### config.mk
export PLATFORM = sky130hd
export DESIGN_NAME = i2c_line_filter
export DESIGN_NICKNAME = d
export VERILOG_FILES = /design/src/rtl/i2c_line_filter.sv
export SDC_FILE = /design/constraint.sdc
export NUM_CORES = 1
export LEC_CHECK = 0
export CORE_MARGIN = 2
export CORE_UTILIZATION = 30
export DETAILED_ROUTE_END_ITERATION = 10
export PLACE_DENSITY = 0.62
export SETUP_SLACK_MARGIN = 0.05
export SYNTH_ARGS = -nofsm -noshare
export SYNTH_HDL_FRONTEND = slang
export SYNTH_SLANG_ARGS = --single-unit
### constraint.sdc
create_clock -name core_clk -period 1.7 [get_ports core_clk]
set_input_delay 0.17 -clock core_clk [delete_from_list [all_inputs] [get_ports core_clk]]
set_output_delay 0.17 -clock core_clk [all_outputs]
set_load 0.02 [all_outputs]
### src/rtl/i2c_line_filter.sv
// i2c_line_filter: SCL/SDA input conditioning.
// Each line is synchronised to core_clk and then glitch-filtered. The filtered
// lines drive SCL edge strobes, START/STOP/repeated-START detection and a
// bus-busy flag.
// Optional feature macro: I2C_FILTER_ARB_LOST_EN (sticky arbitration-lost flag).
// With the macro undefined, arb_lost is tied low and sda_drv/arb_clr are ignored.

// Per-line synchroniser plus stability filter.
module i2c_line_filter_ch #(
  parameter int SYNC_STAGES = 2,
  parameter int FILTER_LEN  = 4,
  parameter int CNT_W       = 3
) (
  input  logic core_clk,
  input  logic rst_n,
  input  logic pad,
  output logic filt
);

  localparam logic [CNT_W-1:0] CNT_LAST = CNT_W'(FILTER_LEN - 1);

  logic [SYNC_STAGES-1:0] sync;
  logic [CNT_W-1:0]       cnt;
  logic                   s;

  assign s = sync[SYNC_STAGES-1];

  // Synchroniser chain; resets to 1 so an idle bus reads as released.
  always_ff @(posedge core_clk or negedge rst_n) begin
    if (!rst_n) sync <= '1;
    else        sync <= {sync[SYNC_STAGES-2:0], pad};
  end

  // Only FILTER_LEN consecutive disagreeing samples move the filtered level.
  // The >= compare keeps the counter from wrapping if parameters are odd.
  always_ff @(posedge core_clk or negedge rst_n) begin
    if (!rst_n) begin
      filt <= 1'b1;
      cnt  <= '0;
    end else if (s == filt) begin
      cnt  <= '0;
    end else if (cnt >= CNT_LAST) begin
      filt <= s;
      cnt  <= '0;
    end else begin
      cnt  <= cnt + 1'b1;
    end
  end

endmodule

module i2c_line_filter #(
  parameter int SYNC_STAGES = 2,
  parameter int FILTER_LEN  = 4,
  parameter int CNT_W       = 3
) (
  input  logic core_clk,
  input  logic rst_n,
  input  logic scl_pad,
  input  logic sda_pad,
  input  logic sda_drv,
  input  logic arb_clr,
  output logic scl_f,
  output logic sda_f,
  output logic scl_rise,
  output logic scl_fall,
  output logic start_det,
  output logic rstart_det,
  output logic stop_det,
  output logic bus_busy,
  output logic arb_lost
);

  localparam int NUM_LINES = 2;  // [0] = SCL, [1] = SDA

  typedef enum logic {IDLE, BUSY} bus_st_t;

  logic [NUM_LINES-1:0] pads;
  logic [NUM_LINES-1:0] filt;
  logic                 scl_q, sda_q;
  logic                 start_c, stop_c;
  bus_st_t              state;

  assign pads  = {sda_pad, scl_pad};
  assign scl_f = filt[0];
  assign sda_f = filt[1];

  for (genvar g = 0; g < NUM_LINES; g++) begin : g_line
    i2c_line_filter_ch #(
      .SYNC_STAGES (SYNC_STAGES),
      .FILTER_LEN  (FILTER_LEN),
      .CNT_W       (CNT_W)
    ) u_ch (
      .core_clk (core_clk),
      .rst_n    (rst_n),
      .pad      (pads[g]),
      .filt     (filt[g])
    );
  end

  // SDA edge while SCL has been high for at least two cycles. An SCL edge in
  // the same cycle breaks scl_q == scl_f, so coincident edges are ignored.
  always_comb begin
    start_c = scl_f & scl_q & sda_q & ~sda_f;
    stop_c  = scl_f & scl_q & ~sda_q & sda_f;
  end

  // Delayed copies of the filtered lines and registered SCL edge strobes.
  always_ff @(posedge core_clk or negedge rst_n) begin
    if (!rst_n) begin
      scl_q    <= 1'b1;
      sda_q    <= 1'b1;
      scl_rise <= 1'b0;
      scl_fall <= 1'b0;
    end else begin
      scl_q    <= scl_f;
      sda_q    <= sda_f;
      scl_rise <= scl_f & ~scl_q;
      scl_fall <= ~scl_f & scl_q;
    end
  end

  // Bus state tracking with registered START/STOP strobes.
  always_ff @(posedge core_clk or negedge rst_n) begin
    if (!rst_n) begin
      state      <= IDLE;
      start_det  <= 1'b0;
      rstart_det <= 1'b0;
      stop_det   <= 1'b0;
    end else begin
      start_det  <= 1'b0;
      rstart_det <= 1'b0;
      stop_det   <= 1'b0;
      case (state)
        IDLE: begin
          if (start_c) begin
            state     <= BUSY;
            start_det <= 1'b1;
          end else if (stop_c) begin
            stop_det  <= 1'b1;
          end
        end
        BUSY: begin
          if (start_c) begin
            start_det  <= 1'b1;
            rstart_det <= 1'b1;
          end else if (stop_c) begin
            state    <= IDLE;
            stop_det <= 1'b1;
          end
        end
        default: state <= IDLE;
      endcase
    end
  end

  assign bus_busy = (state == BUSY);

`ifdef I2C_FILTER_ARB_LOST_EN
  // Sticky arbitration loss: we released SDA but sampled it low on an SCL
  // rise. A clear request outranks a set in the same cycle.
  always_ff @(posedge core_clk or negedge rst_n) begin
    if (!rst_n)                                           arb_lost <= 1'b0;
    else if (arb_clr || stop_det)                         arb_lost <= 1'b0;
    else if (scl_rise && bus_busy && sda_drv && !sda_f)   arb_lost <= 1'b1;
  end
`else
  logic unused_arb;
  assign unused_arb = &{1'b0, sda_drv, arb_clr};
  assign arb_lost   = 1'b0;
`endif

endmodule

==> results of run 1 <==
## critical path: cells and delay by family (launching register included)
family	cells	cell delay [ns]
compound gates	1	0.33
flops	1	0.42
mux	1	0.30
fa+ha+maj	2	0.39
## power groups by stage
stage               registers, W  logic, W  clock network, W
finish                  0.000785  0.000522          0.000266
detailed placement      0.000798  0.000551                 0
floorplan               0.000871  0.000251                 0
global route            0.000811  0.000579          0.000309
CTS                     0.000787  0.000534          0.000283
global placement        0.000788  0.000535                 0
## flip-flops by register name, summed over array words and instances, names as in the netlist
signal	count
g_line.u_ch.cnt	6
g_line.u_ch.sync	4
g_line.u_ch.filt	2
bus_busy	1
rstart_det	1
scl_fall	1
scl_q	1
scl_rise	1
sda_q	1
start_det	1
stop_det	1
## how the worst max path moves through the flow
stage                          startpoint                  end  slack, ns  cells past startpoint
floorplan           g_line[0].u_ch.cnt[0]  g_line[0].u_ch.filt       0.27                      4
global placement    g_line[0].u_ch.cnt[0]  g_line[0].u_ch.filt       0.24                      4
detailed placement  g_line[1].u_ch.cnt[0]  g_line[1].u_ch.filt       0.21                      4
CTS                 g_line[0].u_ch.cnt[0]  g_line[0].u_ch.filt       0.19                      4
global route        g_line[1].u_ch.cnt[0]  g_line[1].u_ch.filt       0.16                      4
finish              g_line[0].u_ch.cnt[0]  g_line[0].u_ch.filt       0.20                      4
## cells by family (layout without fill, tap and decap cells)
kind of cell               Yosys count  in the layout
DFF                                 20             20
muxes                                3              3
AOI/OAI and AO/OA                    2              2
and+or+nand+nor                     11             11
xor gates and xnor gates             2              2
buffers and inverters                4             19
other                                1              1
adders and majority gates            4              4
## through the flow
| stage | std cells | setup WS [ns] | total power (W) | hold WS (ns) |
|---|---|---|---|---|
| global route | 90 | 0.155 | 0.00170 | 0.211 |
| floorplan | 47 | 0.274 | 0.00112 | -0.126 |
| global placement | 86 | 0.240 | 0.00132 | 0.346 |
| CTS | 90 | 0.192 | 0.00160 | 0.193 |
| finish | 90 | 0.197 | 0.00157 | 0.195 |
| detailed placement | 86 | 0.212 | 0.00135 | 0.348 |
## cells in the mapped netlist, drive strengths merged
master   n
xnor2    2
inv      3
mux2     2
buf      1
nor3     4
dfrtp   12
a211o    2
and2     1
ha       4
mux2i    1
nor3b    2
nand4b   1
and4b    1
conb     1
dfstp    8
nor2b    2
## routing by layer
layer	vias up	wire, um
met3	0	76
met1	197	375
met4	0	0
met5	-	0
met2	11	451
li1	187	-
## final cells by class
class,count,area (um^2)
fill,235,1340
multi-input combinational,23,204
timing repair buffer,12,115
inverter,3,11.3
tap,28,35.0
sequential,20,510
clock buffer,4,36.3
==> metrics.txt, run 1 <==
status=finished clean; CTS tree=built; unrepaired setup endpoints after global routing=no; drt drc=0; NumNets Final=73; Max Fclk=0.665 GHz; CTS Root Cell=clkbuf_4; r2r endpoint=g_line[0].u_ch.filt; grt ovf=0; most frequent CP cell=ha_1; crit share post-route=0.884; post-synthesis adder-cell area fraction=0.0683; Hold Crit Class=in -> async; largest net degree at the start of global routing=21; post-DP HPWL=659 um; drt total wl=903 um; # diodes=0; wire per inst=10.0 um; # resized after CTS=2; reg2reg setup slack=0.20 ns; die area=2860 um^2; worst reg-to-reg path cell count=4; Largest stage delay, worst path=0.42 ns; combinational share of power=0.332; switching power share of the total=0.311; clock transition at the registers of the reported paths=0.11 ns; Max clock buf depth=2; sequential area share after synthesis=0.696; vias post-DR=395; dpl cell area=878 um^2; GP Congestion=0.690; Synth area leader=dfrtp_1; Final Util=0.405; CP endpoint kind=flop; number of global-route vias before repair=405; Core Box Area=2250 um^2; DRT Pass-1 Iters=2; largest family of logic cells by synthesized area=simple AND/OR/NAND/NOR gates; setup TNS=0 ns; ANT nets after route=0; syn avg cell area=15.6 um^2; H-tree depth=1; die width=53.4 um; met3 Use GR=0.0311; GRT Total Usage=0.0853; XOR/XNOR share of the synthesized area=0.0239; post-synthesis simple-gate area fraction=0.0990; Worst Path Max Fanout=3; Via density=4.39; Final Instance Area=912 um^2; Slew Viols, Final=0; Crit Reg-Reg Startpoint=g_line[0].u_ch.cnt[0]; GR peak layer=met2; Max-Cap Viols=0; commonest non-fill, non-tap cell in the layout=dfrtp_1; die height=53.4 um; clk sinks=20; Synth top area share=0.410; Crit Path Class=reg -> reg; crit path cell chain=ha_1 > ha_1 > a211o_2 > mux2_4; share of cells above drive strength 1=0.274; type of element launching the critical path=flop; WP data required=1.92 ns; Starting Density=0.325; Cell Area, Synth=733 um^2; Final Hold Vio Count=0; M2 GR Usage=0.140; Synth Warn #=0; crit path DAT=1.73 ns; Clock Skews=0.00544 ns; Post-Syn Nets=57; top post-synthesis cells by area=dfrtp_1 (41%), dfstp_2 (29%), ha_1 (6.8%); slowest stage cell, crit path=dfrtp_1; hold buffers post-CTS=0; FF+latch count, synth=20; Int Pwr=0.00108 W; post-synthesis mux area share=0.0546; Leak=0.422 nW; # port buffers=11; top-level I/O count=15; met1 Usage GRT=0.0875; worst vdd ir=752 uV; Worst-Skew Late Latency=0.29 ns; initial antenna violation count=0; Final setup violation count=0; Gate Count Post-Synth=47; pwr/cell area=1730 nW/um^2; most frequent cells in the layout=dfrtp_1 (12), clkdlybuf4s50_1 (9), dfstp_2 (8); Inserted Clock Buffers=3; global-route wire length before repair=1.68 mm; Yosys cell types=16; Clk pwr share=0.169; row count=17; P_sw=0.000489 W; Layout area overhead=24.4%; post-CTS setup buffers=0; post-synthesis compound-gate area fraction=0.0273; min cycle time layout=1.50 ns; initial DRC count=1; Reg power frac=0.499
Power figures use the tool's default switching activity.
==> run 2: changes to the inputs <==
--- a/config.mk
+++ b/config.mk
@@ -5,10 +5,11 @@
 export SDC_FILE = /design/constraint.sdc
 export NUM_CORES = 1
 export LEC_CHECK = 0
+export CAP_MARGIN = 5
 export CORE_MARGIN = 2
 export CORE_UTILIZATION = 30
 export DETAILED_ROUTE_END_ITERATION = 10
-export PLACE_DENSITY = 0.62
+export PLACE_DENSITY = 0.47
 export SETUP_SLACK_MARGIN = 0.05
 export SYNTH_ARGS = -nofsm -noshare
 export SYNTH_HDL_FRONTEND = slang
==> run 2 against run 1 <==
Routed wire length increased by 0.44%; sequential cell count unchanged; critical path depth unchanged; hold slack improved by 0.017 ns; sequential share of layout area increased by 0.86 points.
==> metrics.txt, run 2 (synthesis gave the netlist of run 1 again) <==
status=finished clean; global-route wire length before repair=1.56 mm (-7.4%); Inserted Clock Buffers=3 (unchanged); most frequent CP cell=ha_1; Starting Density=0.325 (unchanged); crit path cell chain=ha_1 > ha_1 > a211o_2 > mux2_4; slowest stage cell, crit path=dfrtp_1; # diodes=0 (unchanged); Most flops, register=g_line.u_ch.cnt; unrepaired setup endpoints after global routing=no; drt drc=0 (unchanged); Final Hold Vio Count=0 (unchanged); initial DRC count=1 (unchanged); post-DP HPWL=678 um (+2.9%); ANT nets after route=0 (unchanged); row count=17 (unchanged); crit path DAT=1.72 ns (about the same); drt total wl=907 um (+0.44%); Crit Path Class=reg -> reg; largest net degree at the start of global routing=21 (unchanged); die area=2860 um^2 (unchanged); Max clock buf depth=2 (unchanged); commonest non-fill, non-tap cell in the layout=dfrtp_1; number of global-route vias before repair=373 (-7.9%); minimum hold slack=0.212 ns (+0.0170 ns); pwr/cell area=1680 nW/um^2 (-2.4%); CP endpoint kind=flop; clk sinks=20 (unchanged); Slew Viols, Final=0 (unchanged); setup TNS=0 ns (unchanged); Core Box Area=2250 um^2 (unchanged); CTS tree=built; type of element launching the critical path=flop; Max Fclk=0.668 GHz (+0.45%); delay-heaviest family, CP=flip-flops; Worst-Skew Late Latency=0.29 ns (about the same); hold buffers post-CTS=0 (unchanged); crit share post-route=0.880 (-0.00395); post-CTS setup buffers=0 (unchanged); Worst Path Max Fanout=3 (unchanged); die height=53.4 um (unchanged); Clock Skews=0.00328 ns (-0.00217 ns); worst vdd ir=648 uV (-14%); min cycle time layout=1.50 ns (-0.00672 ns); Via density=4.43 (+0.87%); WP data required=1.92 ns (about the same); fill count=224 (-4.7%); number of flip-flops under the largest register name=6 (unchanged); Layout area overhead=22.5%; Final Instance Area=898 um^2 (-1.5%); CTS Root Cell=clkbuf_4; grt ovf=0 (unchanged); GRT Total Usage=0.0822 (-0.00313); DRT Pass-1 Iters=2 (unchanged); Final Util=0.398 (-0.00610); clock transition at the registers of the reported paths=0.10 ns (about the same); Max-Cap Viols=0 (unchanged); share of cells above drive strength 1=0.262 (-0.0119); die width=53.4 um (unchanged); # resized after CTS=2 (unchanged); most frequent cells in the layout=dfrtp_1 (12), clkdlybuf4s50_1 (9), dfstp_2 (8); top-level I/O count=15 (unchanged); Final setup violation count=0 (unchanged); initial antenna violation count=0 (unchanged); Tot Pwr=0.00151 W (-3.9%); # port buffers=11 (unchanged); H-tree depth=1 (unchanged); wire per inst=10.2 um (+1.6%); NumNets Final=73 (unchanged); Leak=0.414 nW (-1.7%); worst path bufs/invs=0 (unchanged); biggest registers after layout=g_line.u_ch.cnt: 6 flops, g_line.u_ch.sync: 4 flops, g_line.u_ch.filt: 2 flops; Largest stage delay, worst path=0.42 ns (about the same); GP Congestion=0.564 (-18%); Hold Crit Class=in -> async; dpl cell area=878 um^2 (unchanged); vias post-DR=394 (-0.25%)
run 2: final cells by class:
class | instances | area, um^2 | share of cell area
flip-flops and latches | 20 | 510 | 0.568
clock buffers | 3 | 22.5 | 0.0251
inverters | 3 | 11.3 | 0.0125
repair buffers | 12 | 115 | 0.128
multi-input cells | 23 | 204 | 0.227
well taps | 28 | 35.0 | 0.0390
run 2: final timing paths:
path / startpoint / to / slack [ns] / cells past startpoint
setup / recovery: g_line[0].u_ch.cnt[0] / g_line[0].u_ch.filt / 0.20 / 4
hold / removal: rst_n / scl_rise / 0.21 / 2
setup reg to reg: g_line[0].u_ch.cnt[0] / g_line[0].u_ch.filt / 0.20 / 4
hold reg to reg: g_line[0].u_ch.sync[0] / g_line[0].u_ch.sync[1] / 0.36 / 0
max in group asynchronous: rst_n / g_line[0].u_ch.sync[0] / 1.22 / 2
min in group core_clk: sda_pad / g_line[1].u_ch.sync[0] / 0.27 / 1
run 2: where the power goes:
group | internal [W] | switching (W)
Sequential | 0.000669 | 0.000111
Combinational | 0.000286 | 0.000239
Clock | 0.0000823 | 0.000126
run 2: metrics by stage:
step,std cells,worst slack [ns]
2_1_floorplan,47,0.274
3_3_place_gp,86,0.233
3_5_place_dp,86,0.220
4_1_cts,89,0.196
5_1_grt,89,0.152
6_report,89,0.203
run 2: per-layer routing:
layer  track usage  up-vias  share of wire
met2         0.134       15           0.46
met4        0.0641        0          0.039
li1              -      186              -
met5             0        -              0
met1        0.0870      189           0.41
met3        0.0254        4          0.086
==> run 3: changes to the inputs <==
--- a/config.mk
+++ b/config.mk
@@ -9,8 +9,10 @@
 export CORE_MARGIN = 2
 export CORE_UTILIZATION = 30
 export DETAILED_ROUTE_END_ITERATION = 10
+export GPL_TIMING_DRIVEN = 0
 export PLACE_DENSITY = 0.47
 export SETUP_SLACK_MARGIN = 0.05
+export SLEW_MARGIN = 20
 export SYNTH_ARGS = -nofsm -noshare
 export SYNTH_HDL_FRONTEND = slang
 export SYNTH_SLANG_ARGS = --single-unit
==> run 3 against run 2 <==
Count of clock-buffer cells in the layout stayed put; register-to-register slack hardly changed; routed wire length is 2.3% lower; sequential share of layout area stayed put; final cell count stayed put; hold slack better by 0.072 ns; clock skew is 0.0023 ns lower; clock power is 2% lower; final area stayed put; global-route usage is 0.069 points lower; critical path depth stayed put; critical path type unchanged; largest cell class unchanged; largest power group unchanged.
==> metrics.txt, run 3 (synthesis gave the netlist of run 1 again) <==
global-route wire length before repair=1.61 mm (+3.5%); min cycle time layout=1.49 ns (-0.00675 ns); NumNets Final=73 (unchanged); setup TNS=0 ns (unchanged); drt total wl=886 um (-2.3%); DRT Pass-1 Iters=4 (+2); Clock Skews=0.000951 ns (-0.00233 ns); P_sw=0.000470 W (-1.1%); unrepaired setup endpoints after global routing=no; fill count=237 (+5.8%); # resized after CTS=2 (unchanged); Leak=0.415 nW (+0.16%); WP data required=1.92 ns (about the same); minimum hold slack=0.284 ns (+0.0718 ns); Max clock buf depth=2 (unchanged); Crit Reg-Reg Startpoint=g_line[1].u_ch.cnt[0]; most frequent cells in the layout=dfrtp_1 (12), clkdlybuf4s50_1 (9), dfstp_2 (8); drt drc=0 (unchanged); crit share post-route=0.876 (-0.00397); Reg power frac=0.519 (+0.003); Via density=4.45 (+0.51%); type of element launching the critical path=flop; grt ovf=0 (unchanged); pwr/cell area=1680 nW/um^2 (-0.39%); Slew Viols, Final=0 (unchanged); die width=53.4 um (unchanged); initial DRC count=7 (+6); Worst Path Max Fanout=3 (unchanged); multi-input logic area=204 um^2 (unchanged); worst hold stages=1; dpl cell area=878 um^2 (unchanged); post-DP HPWL=665 um (-2.0%); worst reg-to-reg path cell count=4 (unchanged); commonest non-fill, non-tap cell in the layout=dfrtp_1; ANT nets after route=0 (unchanged); Hold Crit Class=in -> reg; crit path DAT=1.71 ns (about the same); Final Hold Vio Count=0 (unchanged); hold path endpoint=g_line[0].u_ch.sync[0]; biggest registers after layout=g_line.u_ch.cnt: 6 flops, g_line.u_ch.sync: 4 flops, g_line.u_ch.filt: 2 flops; r2r endpoint=g_line[1].u_ch.filt; die area=2860 um^2 (unchanged); CTS Root Cell=clkbuf_4; Max-Cap Viols=0 (unchanged); GRT Total Usage=0.0815 (-0.000693); largest net degree at the start of global routing=21 (unchanged); Final Instance Area=898 um^2 (unchanged); FF+latch area=510 um^2 (unchanged); CTS tree=built; combinational share of power=0.345 (-0.002); worst vdd ir=628 uV (-3.2%); Layout area overhead=22.5% (unchanged); Final setup violation count=0 (unchanged); worst-margin pin slew=0.841 ns; CP endpoint kind=flop; switching power share of the total=0.312 (-0.00226); hold buffers post-CTS=0 (unchanged); Core Box Area=2250 um^2 (unchanged); Clk pwr share=0.136 (about the same); # port buffers=11 (unchanged); vias post-DR=396 (+0.51%); die height=53.4 um (unchanged); Starting Density=0.325 (unchanged); reg2reg setup slack=0.21 ns (about the same); Inserted Clock Buffers=3 (unchanged); Max Fclk=0.671 GHz (+0.45%); initial antenna violation count=0 (unchanged); post-CTS setup buffers=0 (unchanged); status=finished clean; number of flip-flops under the largest register name=6 (unchanged); Layout Cells excl Fill=89 (unchanged); Relative slew margins=0.437; Crit Path Class=reg -> reg; number of global-route vias before repair=388 (+4.0%); row count=17 (unchanged); share of cells above drive strength 1=0.262 (unchanged); Final Util=0.398 (unchanged); Most flops, register=g_line.u_ch.cnt; top-level I/O count=15 (unchanged); GP Congestion=0.562 (-0.37%); wire per inst=9.96 um (-2.3%); # diodes=0 (unchanged); Hold Crit Start=scl_pad; clock transition at the registers of the reported paths=0.10 ns (about the same); Int Pwr=0.00104 W (about the same); H-tree depth=1 (unchanged); clk sinks=20 (unchanged); Inst Count DP=86 (unchanged); Worst-Skew Late Latency=0.28 ns (about the same)
[run 3: cell counts in the layout (fill, tap and decap cells not counted)]
Identical to the previous run, type by type.
[run 3: metal layers]
metal  global-route usage  part of all wire  vias up
met1               0.0903              0.44      191
met5                    0                 0        -
met4               0.0385             0.017        0
met2                0.140              0.45       17
met3               0.0254             0.090        2
li1                     -                 -      186
[run 3: power by group through the flow]
stage	logic (W)	clock network, W	registers (W)
global route	0.000571	0.000241	0.000809
floorplan	0.000251	0	0.000871
detailed placement	0.000551	0	0.000795
finish	0.000520	0.000204	0.000782
global placement	0.000541	0	0.000791
CTS	0.000532	0.000218	0.000787
[run 3: critical path, stage by stage (launching register included)]
cell and delay, ns:
dfrtp_1 0.41, ha_1 0.21, ha_1 0.17, a211o_2 0.34, mux2_4 0.30
[run 3: how the worst max path moves through the flow]
| stage | startpoint | to | slack, ns | cells past startpoint |
|---|---|---|---|---|
| finish | g_line[1].u_ch.cnt[0] | g_line[1].u_ch.filt | 0.21 | 4 |
| CTS | g_line[0].u_ch.cnt[0] | g_line[0].u_ch.filt | 0.20 | 4 |
| global placement | g_line[0].u_ch.cnt[0] | g_line[0].u_ch.filt | 0.23 | 4 |
| detailed placement | g_line[0].u_ch.cnt[0] | g_line[0].u_ch.filt | 0.23 | 4 |
| floorplan | g_line[0].u_ch.cnt[0] | g_line[0].u_ch.filt | 0.27 | 4 |
| global route | g_line[1].u_ch.cnt[0] | g_line[1].u_ch.filt | 0.15 | 4 |
[run 3: area by class of cell]
type / instances / area share
plain buffers: 1 / 0.00836
clock buffers: 3 / 0.0251
inverters: 3 / 0.0125
multi-input cells: 23 / 0.227
flip-flops and latches: 20 / 0.568
well taps: 28 / 0.0390
repair buffers: 11 / 0.120
[run 3: through the flow]
stage / total power (W) / setup slack (ns)
2_1_floorplan: 0.00112 / 0.274
6_report: 0.00151 / 0.210
3_5_place_dp: 0.00135 / 0.225
3_3_place_gp: 0.00133 / 0.233
4_1_cts: 0.00154 / 0.201
5_1_grt: 0.00162 / 0.148
==> edit 1 (settings of run 2) <==
`CNT_W` is set to 3 in 2 places; all go to 5.
--- a/src/rtl/i2c_line_filter.sv
+++ b/src/rtl/i2c_line_filter.sv
@@ -9,7 +9,7 @@
 module i2c_line_filter_ch #(
   parameter int SYNC_STAGES = 2,
   parameter int FILTER_LEN  = 4,
-  parameter int CNT_W       = 3
+  parameter int CNT_W       = 5
 ) (
   input  logic core_clk,
   input  logic rst_n,
@@ -52,7 +52,7 @@
 module i2c_line_filter #(
   parameter int SYNC_STAGES = 2,
   parameter int FILTER_LEN  = 4,
-  parameter int CNT_W       = 3
+  parameter int CNT_W       = 5
 ) (
   input  logic core_clk,
   input  logic rst_n,
Behaviour: same outputs for any inputs over 10 cycles, from zero or initial values and one cycle with rst_n low; that may be too few to reach the edited logic, so the function may still have changed.
==> edit 1 against run 2 <==
  * Sequential cell count rose by 4
  * Area after synthesis increased by 12%
  * Wire length is 7.1% higher
  * Hold slack worse by 0.0051 ns
  * Worst setup slack improved by 0.020 ns
  * Final area grew 14%
  * Critical path type is now flop to output pin
Power is not compared: it rests on default switching activity, and its combinational part moved more than twofold at a synthesized area within 25%.
==> edit 1: results (changes against run 2) <==
Outcome
  – Run status: finished, final reports clean (unchanged)

Critical path
  – Setup slack, reg-to-reg: 0.29 ns (was 0.20 ns)
  – Crit path arrival time: 1.31 ns (was 1.72 ns)
  – Crit-path leading delay family: buffers and inverters (was flip-flops)
  – Worst r2r src: g_line[1].u_ch.cnt[0] (was g_line[0].u_ch.cnt[0])
  – CP max stage cell: clkdlybuf4s50_1 (was dfrtp_1)
  – RR Endpoint: g_line[1].u_ch.filt (was g_line[0].u_ch.filt)

Routing
  – Routed length on met2: 458 µm (was 416 µm)
  – Wire length per cell: 9.248 µm (was 10.19 µm)
  – DR vias: 426 (was 394)
  – WL met1: 431 µm (was 376 µm)
  – Met3 routed WL: 66 µm (was 78 µm)
  – Initial DRC count: 4 (was 1)

Placed design
  – Placer Congestion: 0.6653 (was 0.5640)
  – Post-DP HPWL: 691.3 µm (was 678.3 µm)

STA
  – Final Skew: 0.005571 ns (was 0.003276 ns)
  – Achievable Freq: 0.6773 GHz (was 0.6682 GHz)

Global routing
  – Met1 usage: 7.681% (was 8.703%)
  – Vias in the first global route: 404 (was 373)
  – First-pass GRT wire length: 1669 µm (was 1559 µm)
  – Met3 Track Usage GR: 2.304% (was 2.542%)
  – Gr usage total: 7.053% (was 8.219%)
  – Largest net degree at the start of global routing: 25 (was 21)

Layout
  – FILL cells: 250 (was 224)
  – Share of layout cells above drive strength 1: 22.67% (was 26.23%)
  – Biggest regs: g_line.u_ch.cnt x10, g_line.u_ch.sync x4, g_line.u_ch.filt x2 (was g_line.u_ch.cnt x6, g_line.u_ch.sync x4, g_line.u_ch.filt x2)

Yosys
  – Synth cell types: 17 (was 16)
  – Post-synthesis mux area share: 4.885% (was 5.461%)
  – Post-synthesis compound-gate area fraction: 0% (was 2.730%)
  – Top post-synthesis cells by area: dfrtp_1 (49%), dfstp_2 (26%), mux2_4 (3.7%) (was dfrtp_1 (41%), dfstp_2 (29%), ha_1 (6.8%))
  – Seq/Total Area, Yosys: 74.50% (was 69.62%)
  – Top post-synthesis cells by count: dfrtp_1 (16), dfstp_2 (8), nand2_1 (5) (was dfrtp_1 (12), dfstp_2 (8), ha_1 (4), nor3_1 (4), inv_1 (3))

Clock tree
  – Worst-path clk slew: 0.12 ns (was 0.10 ns)
[edit 1: cell count changes after synthesis, sizes merged]
cell / change
nand2: +5
nor3: -4
and4b: -1
ha: -2
nor3b: -1
xnor2: -2
a211o: -2
nor4: +2
nand3: +2
xor2: +2
nor2: +4
dfrtp: +4
[edit 1: per-stage QoR]
step / util, % / total power (µW) / cells / hold slack [ns]
after CTS: 40.58 / 1046 / 105 / 0.2028
after global placement: 39.24 / 752.6 / 101 / 0.3454
after detailed placement: 39.24 / 754.4 / 101 / 0.3472
after global routing: 40.58 / 1074 / 105 / 0.2200
after floorplan: - / 697.4 / 60 / -0.1256
final: 40.58 / 1024 / 105 / 0.2068
[edit 1: cell type report]
type | instances | share of cell area [%]
timing repair buffer | 12 | 11.25
sequential | 24 | 59.66
inverter | 3 | 1.100
tap | 30 | 3.667
clock buffer | 4 | 3.545
multi-input combinational | 32 | 20.78
==> edit 2 (config.mk and constraints of run 2) <==
Made on the original files. Remove the register `scl_rise`: a continuous assignment takes its place, so the output `scl_rise` follows one clock earlier.
--- a/src/rtl/i2c_line_filter.sv
+++ b/src/rtl/i2c_line_filter.sv
@@ -110,15 +110,15 @@
     if (!rst_n) begin
       scl_q    <= 1'b1;
       sda_q    <= 1'b1;
-      scl_rise <= 1'b0;
       scl_fall <= 1'b0;
     end else begin
       scl_q    <= scl_f;
       sda_q    <= sda_f;
-      scl_rise <= scl_f & ~scl_q;
       scl_fall <= ~scl_f & scl_q;
     end
   end
+
+  assign scl_rise = scl_f & ~scl_q;
 
   // Bus state tracking with registered START/STOP strobes.
   always_ff @(posedge core_clk or negedge rst_n) begin
Behaviour: no difference found for any inputs over 10 cycles, from zero or initial values and one cycle with rst_n low; that may be too few to reach the edited logic, so the function may still have changed.
==> edit 2 against run 2 <==
  * Wire length is 2.4% higher
  * Power decreased by 1.4%
  * Sequential cell count down 1
  * Worst setup slack got worse by 0.0019 ns
  * Area after synthesis shrank 3.4%
  * Critical endpoint unchanged
  * Largest power group unchanged
  * Utilization grew 0.087 points
  * Final area shrank 1.7%
  * Die area fell by 3.2%
==> edit 2: results (changes against run 2) <==
Yosys
  – Avg Synthesized Cell Area: 15.40 µm² (was 15.60 µm²)
  – Syn Nets: 56 (was 57)
  – Post-synthesis mux area share: 5.654% (was 5.461%)
  – Xor/xnor cell area share of the yosys netlist: 2.473% (was 2.389%)
  – Area share of fa/ha/maj cells after synthesis: 7.067% (was 6.826%)
  – Yosys warns: 0 (unchanged)
  – Post-synthesis compound-gate area fraction: 2.827% (was 2.730%)
  – Top post-synthesis cells by count: dfrtp_1 (11), dfstp_2 (8), ha_1 (4), nor3_1 (4), inv_1 (3) (was dfrtp_1 (12), dfstp_2 (8), ha_1 (4), nor3_1 (4), inv_1 (3))
  – Top post-synthesis cells by area: dfrtp_1 (39%), dfstp_2 (30%), ha_1 (7.1%) (was dfrtp_1 (41%), dfstp_2 (29%), ha_1 (6.8%))
  – Seq/Total Area, Yosys: 68.55% (was 69.62%)

Global routing
  – M2 GR Usage: 14.58% (was 13.37%)
  – Gr usage total: 9.639% (was 8.219%)
  – Vias in the first global route: 404 (was 373)
  – Largest net degree at the start of global routing: 20 (was 21)
  – First-pass GRT wire length: 1766 µm (was 1559 µm)
  – Met1 usage: 10.29% (was 8.703%)
  – Met3 Track Usage GR: 6.000% (was 2.542%)

Placed design
  – Pre-CTS setup slack: 0.2218 ns (was 0.2199 ns)
  – Post-DP HPWL: 676.6 µm (was 678.3 µm)
  – Placed Area: 860.8 µm² (was 878.3 µm²)
  – Post-placement cell count: 86 (unchanged)
  – Placer Congestion: 0.6202 (was 0.5640)

Routing
  – Initial DRC count: 4 (was 1)
  – WL met1: 411 µm (was 376 µm)
  – DR pass1 iterations: 2 (unchanged)
  – Routed WL: 929 µm (was 907 µm)
  – Post-DR vias/cell: 4.344 (was 4.427)
  – Met3 routed WL: 88 µm (was 78 µm)
  – Top Metal Used: met4 (unchanged)
  – Routed length on met2: 412 µm (was 416 µm)

Clock tree
  – Root Driver: clkbuf_4 (unchanged)
  – Post-CTS Setup Inserts: 0 (unchanged)
  – Htree depth: 1 (unchanged)
  – Post-CTS Resized: 3 (was 2)

STA
  – Final Skew: 0.004199 ns (was 0.003276 ns)
  – WHS: 0.1951 ns (was 0.2119 ns)

Power
  – Leakage: 0.0004106 µW (was 0.0004144 µW)
  – Peak VDD IR: 0.9617 mV (was 0.6485 mV)

Outcome
  – Run status: finished, final reports clean (unchanged)

Critical path
  – Worst r2r src: g_line[0].u_ch.cnt[0] (unchanged)

Layout
  – ANT cells: 0 (unchanged)
  – Share of layout cells above drive strength 1: 27.42% (was 26.23%)
  – Final cell count without fillers: 90 (was 89)
## edit 2: worst paths after layout
check	to
max in group asynchronous	g_line[0].u_ch.sync[1]
hold reg to reg	g_line[1].u_ch.sync[1]
min in group core_clk	g_line[1].u_ch.sync[0]
hold / removal	scl_fall
setup reg to reg	g_line[0].u_ch.filt
setup / recovery	g_line[0].u_ch.filt
## edit 2: layout make-up
type,instances,area [µm²]
clock buffer,4,26.28
fill,229,1329
inverter,3,11.26
multi-input combinational,23,203.9
sequential,19,485.5
tap,28,35.03
timing repair buffer,13,121.4
## edit 2: where the power goes
group          switching (µW)  total [µW]  internal (µW)  leakage, µW
clock network             126         217           91.2    0.0000150
logic                     255         547            292     0.000166
registers                93.5         726            633     0.000230
total                     475        1490           1020     0.000411
## edit 2: worst max-delay path, delay by kind of cell (launching register included)
kind	cells	cell delay, ns
AO/OA/AOI/OAI	1	0.34
adder cells (fa/ha/maj)	2	0.39
multiplexers	1	0.30
flip-flops	1	0.41
